==> config.mk <==
export PLATFORM = sky130hd
export DESIGN_NAME = tdm_demux
export DESIGN_NICKNAME = d
export VERILOG_FILES = /design/src/rtl/tdm_pkg.sv /design/src/rtl/tdm_bit_slot_ctr.sv /design/src/rtl/tdm_demux.sv
export SDC_FILE = /design/constraint.sdc
export NUM_CORES = 1
export LEC_CHECK = 0
export CELL_PAD_IN_SITES_DETAIL_PLACEMENT = 2
export CELL_PAD_IN_SITES_GLOBAL_PLACEMENT = 2
export CORE_MARGIN = 5
export CORE_UTILIZATION = 30
export CTS_CLUSTER_DIAMETER = 200
export DETAILED_ROUTE_END_ITERATION = 8
export PLACE_DENSITY_LB_ADDON = 0.1
export SLEW_MARGIN = 40
export SYNTH_ARGS = -nofsm -noshare
export SYNTH_HDL_FRONTEND = slang
export SYNTH_SLANG_ARGS = --single-unit
==> constraint.sdc <==
create_clock -name clk -period 4.11 [get_ports clk]
set_clock_uncertainty 0.1 [all_clocks]
set_input_delay 0.6165 -clock clk [delete_from_list [all_inputs] [get_ports clk]]
set_output_delay 0.6165 -clock clk [all_outputs]
set_load 0.005 [all_outputs]
==> src/rtl/tdm_pkg.sv <==
// Shared types and sizing helpers for the TDM demultiplexer.
// Counter widths never drop below one bit, even for two-entry counters.
package tdm_pkg;

  typedef enum logic {
    HUNT = 1'b0,
    LOCK = 1'b1
  } tdm_state_e;

  localparam int DEF_N_CH = 4;
  localparam int DEF_W    = 8;

  function automatic int cnt_width(input int n);
    return (n <= 2) ? 1 : $clog2(n);
  endfunction

endpackage

==> src/rtl/tdm_bit_slot_ctr.sv <==
// Bit and slot position tracker for the TDM demultiplexer.
// Commands take effect only on qualified beats; clear wins over sync load, which wins over advance.
module tdm_bit_slot_ctr
  import tdm_pkg::*;
#(
  parameter int N_CH = DEF_N_CH,
  parameter int W    = DEF_W,
  localparam int BIT_CW  = cnt_width(W),
  localparam int SLOT_CW = cnt_width(N_CH)
) (
  input  logic               clk,
  input  logic               rst_n,
  input  logic               bit_en,
  input  logic               adv,
  input  logic               load_sync,
  input  logic               clear,
  output logic [SLOT_CW-1:0] slot_cnt,
  output logic               word_last,
  output logic               frame_last,
  output logic               at_sync_pos
);

  logic [BIT_CW-1:0]  bit_cnt_q, bit_cnt_d;
  logic [SLOT_CW-1:0] slot_cnt_q, slot_cnt_d;

  assign word_last   = (bit_cnt_q == BIT_CW'(W - 1));
  assign frame_last  = word_last && (slot_cnt_q == SLOT_CW'(N_CH - 1));
  assign at_sync_pos = (bit_cnt_q == '0) && (slot_cnt_q == '0);
  assign slot_cnt    = slot_cnt_q;

  always_comb begin
    bit_cnt_d  = bit_cnt_q;
    slot_cnt_d = slot_cnt_q;
    if (bit_en) begin
      if (clear) begin
        bit_cnt_d  = '0;
        slot_cnt_d = '0;
      end else if (load_sync) begin
        // The sync beat itself is bit 0 of slot 0, so the next beat is bit 1.
        bit_cnt_d  = BIT_CW'(1);
        slot_cnt_d = '0;
      end else if (adv) begin
        if (word_last) begin
          bit_cnt_d  = '0;
          slot_cnt_d = frame_last ? '0 : slot_cnt_q + SLOT_CW'(1);
        end else begin
          bit_cnt_d = bit_cnt_q + BIT_CW'(1);
        end
      end
    end
  end

  always_ff @(posedge clk or negedge rst_n) begin
    if (!rst_n) begin
      bit_cnt_q  <= '0;
      slot_cnt_q <= '0;
    end else begin
      bit_cnt_q  <= bit_cnt_d;
      slot_cnt_q <= slot_cnt_d;
    end
  end

endmodule

==> src/rtl/tdm_demux.sv <==
// Serial TDM demultiplexer: locks to frame sync, shifts slot words in MSB first
// and latches each completed word into its channel register with a one-clock valid pulse.
module tdm_demux
  import tdm_pkg::*;
#(
  parameter int N_CH = DEF_N_CH,
  parameter int W    = DEF_W
) (
  input  logic              clk,
  input  logic              rst_n,
  input  logic              bit_en,
  input  logic              din,
  input  logic              fsync,
  output logic [N_CH*W-1:0] ch_data,
  output logic [N_CH-1:0]   ch_valid,
  output logic              frame_done,
  output logic              locked,
  output logic              sync_err
);

  localparam int SLOT_CW = cnt_width(N_CH);

  tdm_state_e state_q, state_d;

  // Only the W-1 most recent bits are stored; the current din completes the word.
  logic [W-2:0]      shift_q, shift_d;
  logic [W-1:0]      word_d;
  logic [W-1:0]      ch_data_q [N_CH];
  logic [W-1:0]      ch_data_d [N_CH];
  logic [N_CH-1:0]   ch_valid_q, ch_valid_d;
  logic              frame_done_q, frame_done_d;
  logic              sync_err_q, sync_err_d;

  logic               ctr_adv, ctr_load_sync, ctr_clear;
  logic [SLOT_CW-1:0] slot_cnt;
  logic               word_last, frame_last, at_sync_pos;

  tdm_bit_slot_ctr #(
    .N_CH (N_CH),
    .W    (W)
  ) u_ctr (
    .clk         (clk),
    .rst_n       (rst_n),
    .bit_en      (bit_en),
    .adv         (ctr_adv),
    .load_sync   (ctr_load_sync),
    .clear       (ctr_clear),
    .slot_cnt    (slot_cnt),
    .word_last   (word_last),
    .frame_last  (frame_last),
    .at_sync_pos (at_sync_pos)
  );

  assign word_d = {shift_q, din};

  always_comb begin
    state_d       = state_q;
    shift_d       = shift_q;
    ch_data_d     = ch_data_q;
    ch_valid_d    = '0;
    frame_done_d  = 1'b0;
    sync_err_d    = 1'b0;
    ctr_adv       = 1'b0;
    ctr_load_sync = 1'b0;
    ctr_clear     = 1'b0;

    if (bit_en) begin
      if (state_q == HUNT) begin
        if (fsync) begin
          state_d       = LOCK;
          shift_d       = (W-1)'(din);
          ctr_load_sync = 1'b1;
        end
      end else begin
        if (fsync && !at_sync_pos) begin
          // Sync arrived off position: drop the partial word and restart the frame here.
          sync_err_d    = 1'b1;
          shift_d       = (W-1)'(din);
          ctr_load_sync = 1'b1;
        end else if (!fsync && at_sync_pos) begin
          sync_err_d = 1'b1;
          state_d    = HUNT;
          shift_d    = '0;
          ctr_clear  = 1'b1;
        end else begin
          shift_d = word_d[W-2:0];
          ctr_adv = 1'b1;
          if (word_last) begin
            for (int k = 0; k < N_CH; k++) begin
              if (slot_cnt == SLOT_CW'(k)) begin
                ch_data_d[k]  = word_d;
                ch_valid_d[k] = 1'b1;
              end
            end
            frame_done_d = frame_last;
          end
        end
      end
    end
  end

  always_ff @(posedge clk or negedge rst_n) begin
    if (!rst_n) begin
      state_q      <= HUNT;
      shift_q      <= '0;
      ch_valid_q   <= '0;
      frame_done_q <= 1'b0;
      sync_err_q   <= 1'b0;
      for (int k = 0; k < N_CH; k++) begin
        ch_data_q[k] <= '0;
      end
    end else begin
      state_q      <= state_d;
      shift_q      <= shift_d;
      ch_valid_q   <= ch_valid_d;
      frame_done_q <= frame_done_d;
      sync_err_q   <= sync_err_d;
      for (int k = 0; k < N_CH; k++) begin
        ch_data_q[k] <= ch_data_d[k];
      end
    end
  end

  for (genvar gi = 0; gi < N_CH; gi++) begin : g_pack
    assign ch_data[gi*W +: W] = ch_data_q[gi];
  end

  assign ch_valid   = ch_valid_q;
  assign frame_done = frame_done_q;
  assign sync_err   = sync_err_q;
  assign locked     = (state_q == LOCK);

endmodule

Word level (Yosys, flattened, before mapping)
Cells that the tools add are included.

Eq/ne operators: 4. Muxes and demuxes: 44. $add $sub $neg: 2. Reduce and logical (&&, ||, !) cells: 18. Bitwise operators: 2.

Operators by type and width (number): two-way mux 7 bit (4); two-way mux 1 bit (26); AND reduction 6 bit (4); two-way mux 4 bit (5); two-way mux 3 bit (4); two-way mux 2 bit (5); nonzero test 3 bit (2); equality test 2 bit (second input constant) (2); logical AND 1 bit (4); AND reduction 2 bit (2); adder 3 x 1 -> 3 bit (second input constant) (1); equality test 3 bit (second input constant) (1); logical NOT 3 bit (1); AND reduction 3 bit (1); adder 2 x 1 -> 2 bit (second input constant) (1); equality test 2 x 1 -> 1 bit (second input constant) (1); logical NOT 1 bit (2); logical NOT 2 bit (1); NOT 1 bit (2); nonzero test 2 bit (1).

Register bits: 51. Logic and storage cells: 81. Input bits: 5. Output and inout bits: 39.

Depth between registers and ports, before layout
Depth in word-level cells: 10. Mapped depth: 10. Depth with buffers taken out: 9.

By module
From an unflattened synthesis, not the netlist that was laid out.

Cell total of the unflattened synthesis: 153. Area total of the unflattened synthesis: 2165.8 sq um.

Modules (own cells, without submodules): tdm_demux (sequential area each 1151.1 sq um, cells an instance 122, times used 1, area each 1834.3 sq um); tdm_bit_slot_ctr (sequential area each 125.1 sq um, cells an instance 31, times used 1, area each 331.6 sq um).

Worst setup path after synthesis
Ideal clock, no wire load.

Path kind: register -> register. From: register u_ctr.slot_cnt_q[0] (netlist: u_ctr.slot_cnt[0]). To: register ch_data_q, in the netlist ch_data[10]. Path buffers: 1. Period minus slack after synthesis: 2.368 ns. Setup time: 0.125 ns. Arrival: 2.143 ns. Stages on the path, launching flop included: 11. Required time: 3.885 ns. Slack: 1.742 ns. Cells stage by stage: dfrtp_1 > inv_1 > ha_1 > nand2_1 > or2_2 > inv_1 > ha_1 > and4_4 > buf_12 > nand2_8 > mux2_4.

Cells in the longest elaborated chain, start to end: 6. Elaborated cells between the ends (all ways): 9. Classes of those cells: eq/ne (1); bitwise (2); reduce/logical (6).

Ends and longest elaborated chain: from (decl) (RTL line tdm_bit_slot_ctr.sv:24) `logic [SLOT_CW-1:0] slot_cnt_q, slot_cnt_d;`; from (signal assigned) (RTL line tdm_bit_slot_ctr.sv:59) `slot_cnt_q <= slot_cnt_d;`; logical NOT 2 bit (RTL line tdm_bit_slot_ctr.sv:28) `assign at_sync_pos = (bit_cnt_q == '0) && (slot_cnt_q == '0);`; logical AND 1 bit (RTL line tdm_bit_slot_ctr.sv:28); logical NOT 1 bit (RTL line tdm_demux.sv:75) `if (fsync && !at_sync_pos) begin`; logical AND 1 bit (RTL line tdm_demux.sv:75); NOT 1 bit (no source line); AND reduction 6 bit (no source line) (*); to (signal, indexed assignment) (RTL line tdm_demux.sv:119) `ch_data_q[k] <= ch_data_d[k];`; to (decl) (RTL line tdm_demux.sv:28) `logic [W-1:0] ch_data_q [N_CH];`.

Mark *: on every way between the ends. The rest lies on a longest branch, timed or not. A chain may end at the register's enable or synchronous reset.

Worst setup path in the final report
From: register u_ctr.slot_cnt_q[0] (netlist: u_ctr.slot_cnt[0]). To: register ch_data_q, in the netlist ch_data[0].

Cells in the longest elaborated chain, start to end: 6. Elaborated cells between the ends (all ways): 8. Classes of those cells: bitwise (2); reduce/logical (6).

Ends and longest elaborated chain (RTL line): logical NOT 2 bit (*) (tdm_bit_slot_ctr.sv:28, tdm_demux.sv:90); logical AND 1 bit (tdm_bit_slot_ctr.sv:28); logical NOT 1 bit (tdm_demux.sv:75); logical AND 1 bit (tdm_demux.sv:75); NOT 1 bit (no source line); AND reduction 6 bit (no source line) (*).

Marks and branches as above.

==> flow_summary.json <==
{
  "fin_cells": 297,
  "grt_overflow": 0,
  "synthesis.area_um2": 2280,
  "ios": 44,
  "dr.pass1.iters": 4,
  "cts_buffer_depth": 2,
  "row_count": 31,
  "finalHoldViolations": 0,
  "drt_iter0_drc": 29,
  "vias": 1366,
  "finalSetupViolCount": 0,
  "vias_per_cell": 4.60,
  "startpoint_type": "flop",
  "synth_top_cell_by_area": "dfrtp_1",
  "worst_ep_required_time_ns": 4.20,
  "r2r-start": "u_ctr.slot_cnt[0]$_DFFE_PN0P_",
  "syn_inst": 151,
  "core_um2": 7330,
  "numCtsBuffers": 5,
  "synth_cell_types": 28,
  "yosys.area_share.simple_pct": 9.65,
  "die_height_um": 97.2,
  "routabilityCongestion": 0.758,
  "numPortBuffers": 43,
  "place_hpwl_um": 4080,
  "max_freq_mhz": 376,
  "nets": 212,
  "rsz0062_at_grt": "false",
  "slew_violations": 0,
  "htreeDepth": 2,
  "grt_max_degree": 51,
  "cts_root_buf": "clkbuf_8",
  "outcome": "completed",
  "p_total_w": 0.00116,
  "crit_fanout": 8,
  "synthXorXnorAreaFrac_pct": 0,
  "drc": 0,
  "clk_pin_slew_ns": 0.10,
  "max_slew_margin_pct": 53.4,
  "finalSetupTns_ns": 0,
  "post_cts_buffers": 0,
  "final_core_utilization_pct": 39.6,
  "fin_crit_sh_pct": 64.8,
  "syn_area_per_cell_um2": 15.1,
  "synth-warning-count": 0,
  "setup.worst_path.start": "u_ctr.slot_cnt[0]$_DFFE_PN0P_",
  "worst_pin_slew_ns": 0.694,
  "synth_seq_cells": 50,
  "clock-sinks": 50,
  "postRouteAntennaNets": 0,
  "max-vdd-ir-drop_uv": 250,
  "synth.top_cell.area_share_pct": 54.8,
  "routed_wl_um": 5440,
  "die-width_um": 97.2,
  "p_leak_nw": 1.42,
  "critPathKind": "reg -> reg",
  "clock_latency_ns": 0.30,
  "initial_core_util_pct": 31.1,
  "post_cts_resized": 0,
  "area_growth_pct": 27.1,
  "synthTopCellsByArea": "dfrtp_1, mux2_4, ha_1",
  "grt_pass1_vias": 1520,
  "grt_pass1_wl_um": 8970,
  "period_minus_slack_ns": 2.66,
  "diodes": 0,
  "synth_fa_ha_area_share_pct": 5.48,
  "synthMuxAreaShare_pct": 21.9,
  "synth_compound_area_share_pct": 5.04,
  "synth_nets": 166,
  "synth_top_family_by_area": "multiplexers",
  "drive_above_1_share_pct": 24.2,
  "final_cell_mix": "dfrtp_1, clkdlybuf4s50_1, mux2_4",
  "wl_per_cell_um": 18.3,
  "final_common_cell": "dfrtp_1",
  "grt_usage_pct": 12.0,
  "dpl.cell_count": 289,
  "min_path_type": "in -> async",
  "cap_violations": 0,
  "arrival_ns": 2.75,
  "ys_seq_area_share_pct": 54.8,
  "critPathCaptureType": "flop",
  "antenna_found_initial": 0,
  "cts_tree": "done",
  "powerDensity_nw_per_um2": 401,
  "postCtsHoldBufs": 0,
  "dieArea_um2": 9450
}
cells by family (layout without fill, tap and decap cells):
group,count (synthesis),count (layout)
flops,50,50
mux,34,34
simple gates,29,29
compound gates,17,17
buf+inv,11,58
fa+ha+maj,10,10
cell usage after synthesis:
| cell | n |
|---|---|
| a211oi_1 | 1 |
| mux2i_1 | 2 |
| nand3b_1 | 1 |
| ha_1 | 10 |
| dfrtp_1 | 50 |
| and3_1 | 4 |
| a21oi_1 | 4 |
| or2_2 | 1 |
| buf_12 | 1 |
| inv_1 | 7 |
| buf_4 | 1 |
| or3_1 | 1 |
| buf_6 | 1 |
| nor2b_1 | 2 |
| nor3_2 | 1 |
| nor4b_1 | 1 |
| a22o_1 | 6 |
| buf_2 | 1 |
| and4_4 | 1 |
| nor2_1 | 4 |
| nand2_8 | 4 |
| nand3_1 | 1 |
| nand4_1 | 1 |
| mux2_4 | 32 |
| nand2_1 | 7 |
| a31oi_1 | 1 |
| o21ai_2 | 1 |
| o21ai_0 | 4 |
per-layer routing:
layer | track usage (%) | vias to the layer above | routed length, um
met2 | 21.4 | 32 | 2870
met5 | 0 | - | 0
met4 | 2.88 | 0 | 31
li1 | - | 620 | -
met1 | 14.2 | 711 | 2330
met3 | 3.37 | 3 | 207
worst paths after layout:
| check | endpoint | slack [ns] | depth (start not counted) |
|---|---|---|---|
| max in group asynchronous | u_ctr.bit_cnt_q[1]$_DFFE_PN0P_ | 3.25 | 1 |
| min | ch_data[21]$_DFFE_PN0P_ | 0.23 | 1 |
| max | ch_data[0]$_DFFE_PN0P_ | 1.45 | 9 |
| min in group clk | ch_data[18]$_DFFE_PN0P_ | 0.42 | 1 |
| max reg2reg | ch_data[0]$_DFFE_PN0P_ | 1.45 | 9 |
| min reg2reg | ch_data[18]$_DFFE_PN0P_ | 0.42 | 1 |
area by class of cell:
class	instances	area, um2
inverter	7	26.3
tap	99	124
fill	715	4430
sequential	50	1250
clock inverter	2	37.5
clock buffer	6	72.6
timing repair buffer	43	428
multi-input combinational	90	961
state kept, by name, summed over array words and instances (netlist names):
| register | count |
|---|---|
| u_ctr.bit_cnt_q | 3 |
| u_ctr.slot_cnt | 2 |
| shift_q | 7 |
| ch_valid | 4 |
| locked | 1 |
| sync_err | 1 |
| ch_data | 32 |
power breakdown:
| group | internal (W) | switching (W) |
|---|---|---|
| clock network | 0.000182 | 0.000168 |
| registers | 0.000528 | 0.0000586 |
| logic | 0.000100 | 0.000127 |
per-stage QoR:
step                      hold slack [ns]  cell area (um2)  setup WS (ns)
final                               0.227             2900           1.45
after global placement              0.395             2790           1.40
after CTS                           0.258             2900           1.41
after global routing                0.276             2900           1.29
after detailed placement            0.400             2790           1.30
after floorplan                     0.221             2280           1.74
critical path, cell delays in order (launching register included):
cell and delay [ns]:
dfrtp_1 0.44, inv_1 0.11, ha_1 0.32, nand2_1 0.08
or2_2 0.31, inv_1 0.09, ha_1 0.24, and4_4 0.41
nand2_8 0.14, mux2_4 0.33
Power figures use the tool's default switching activity.
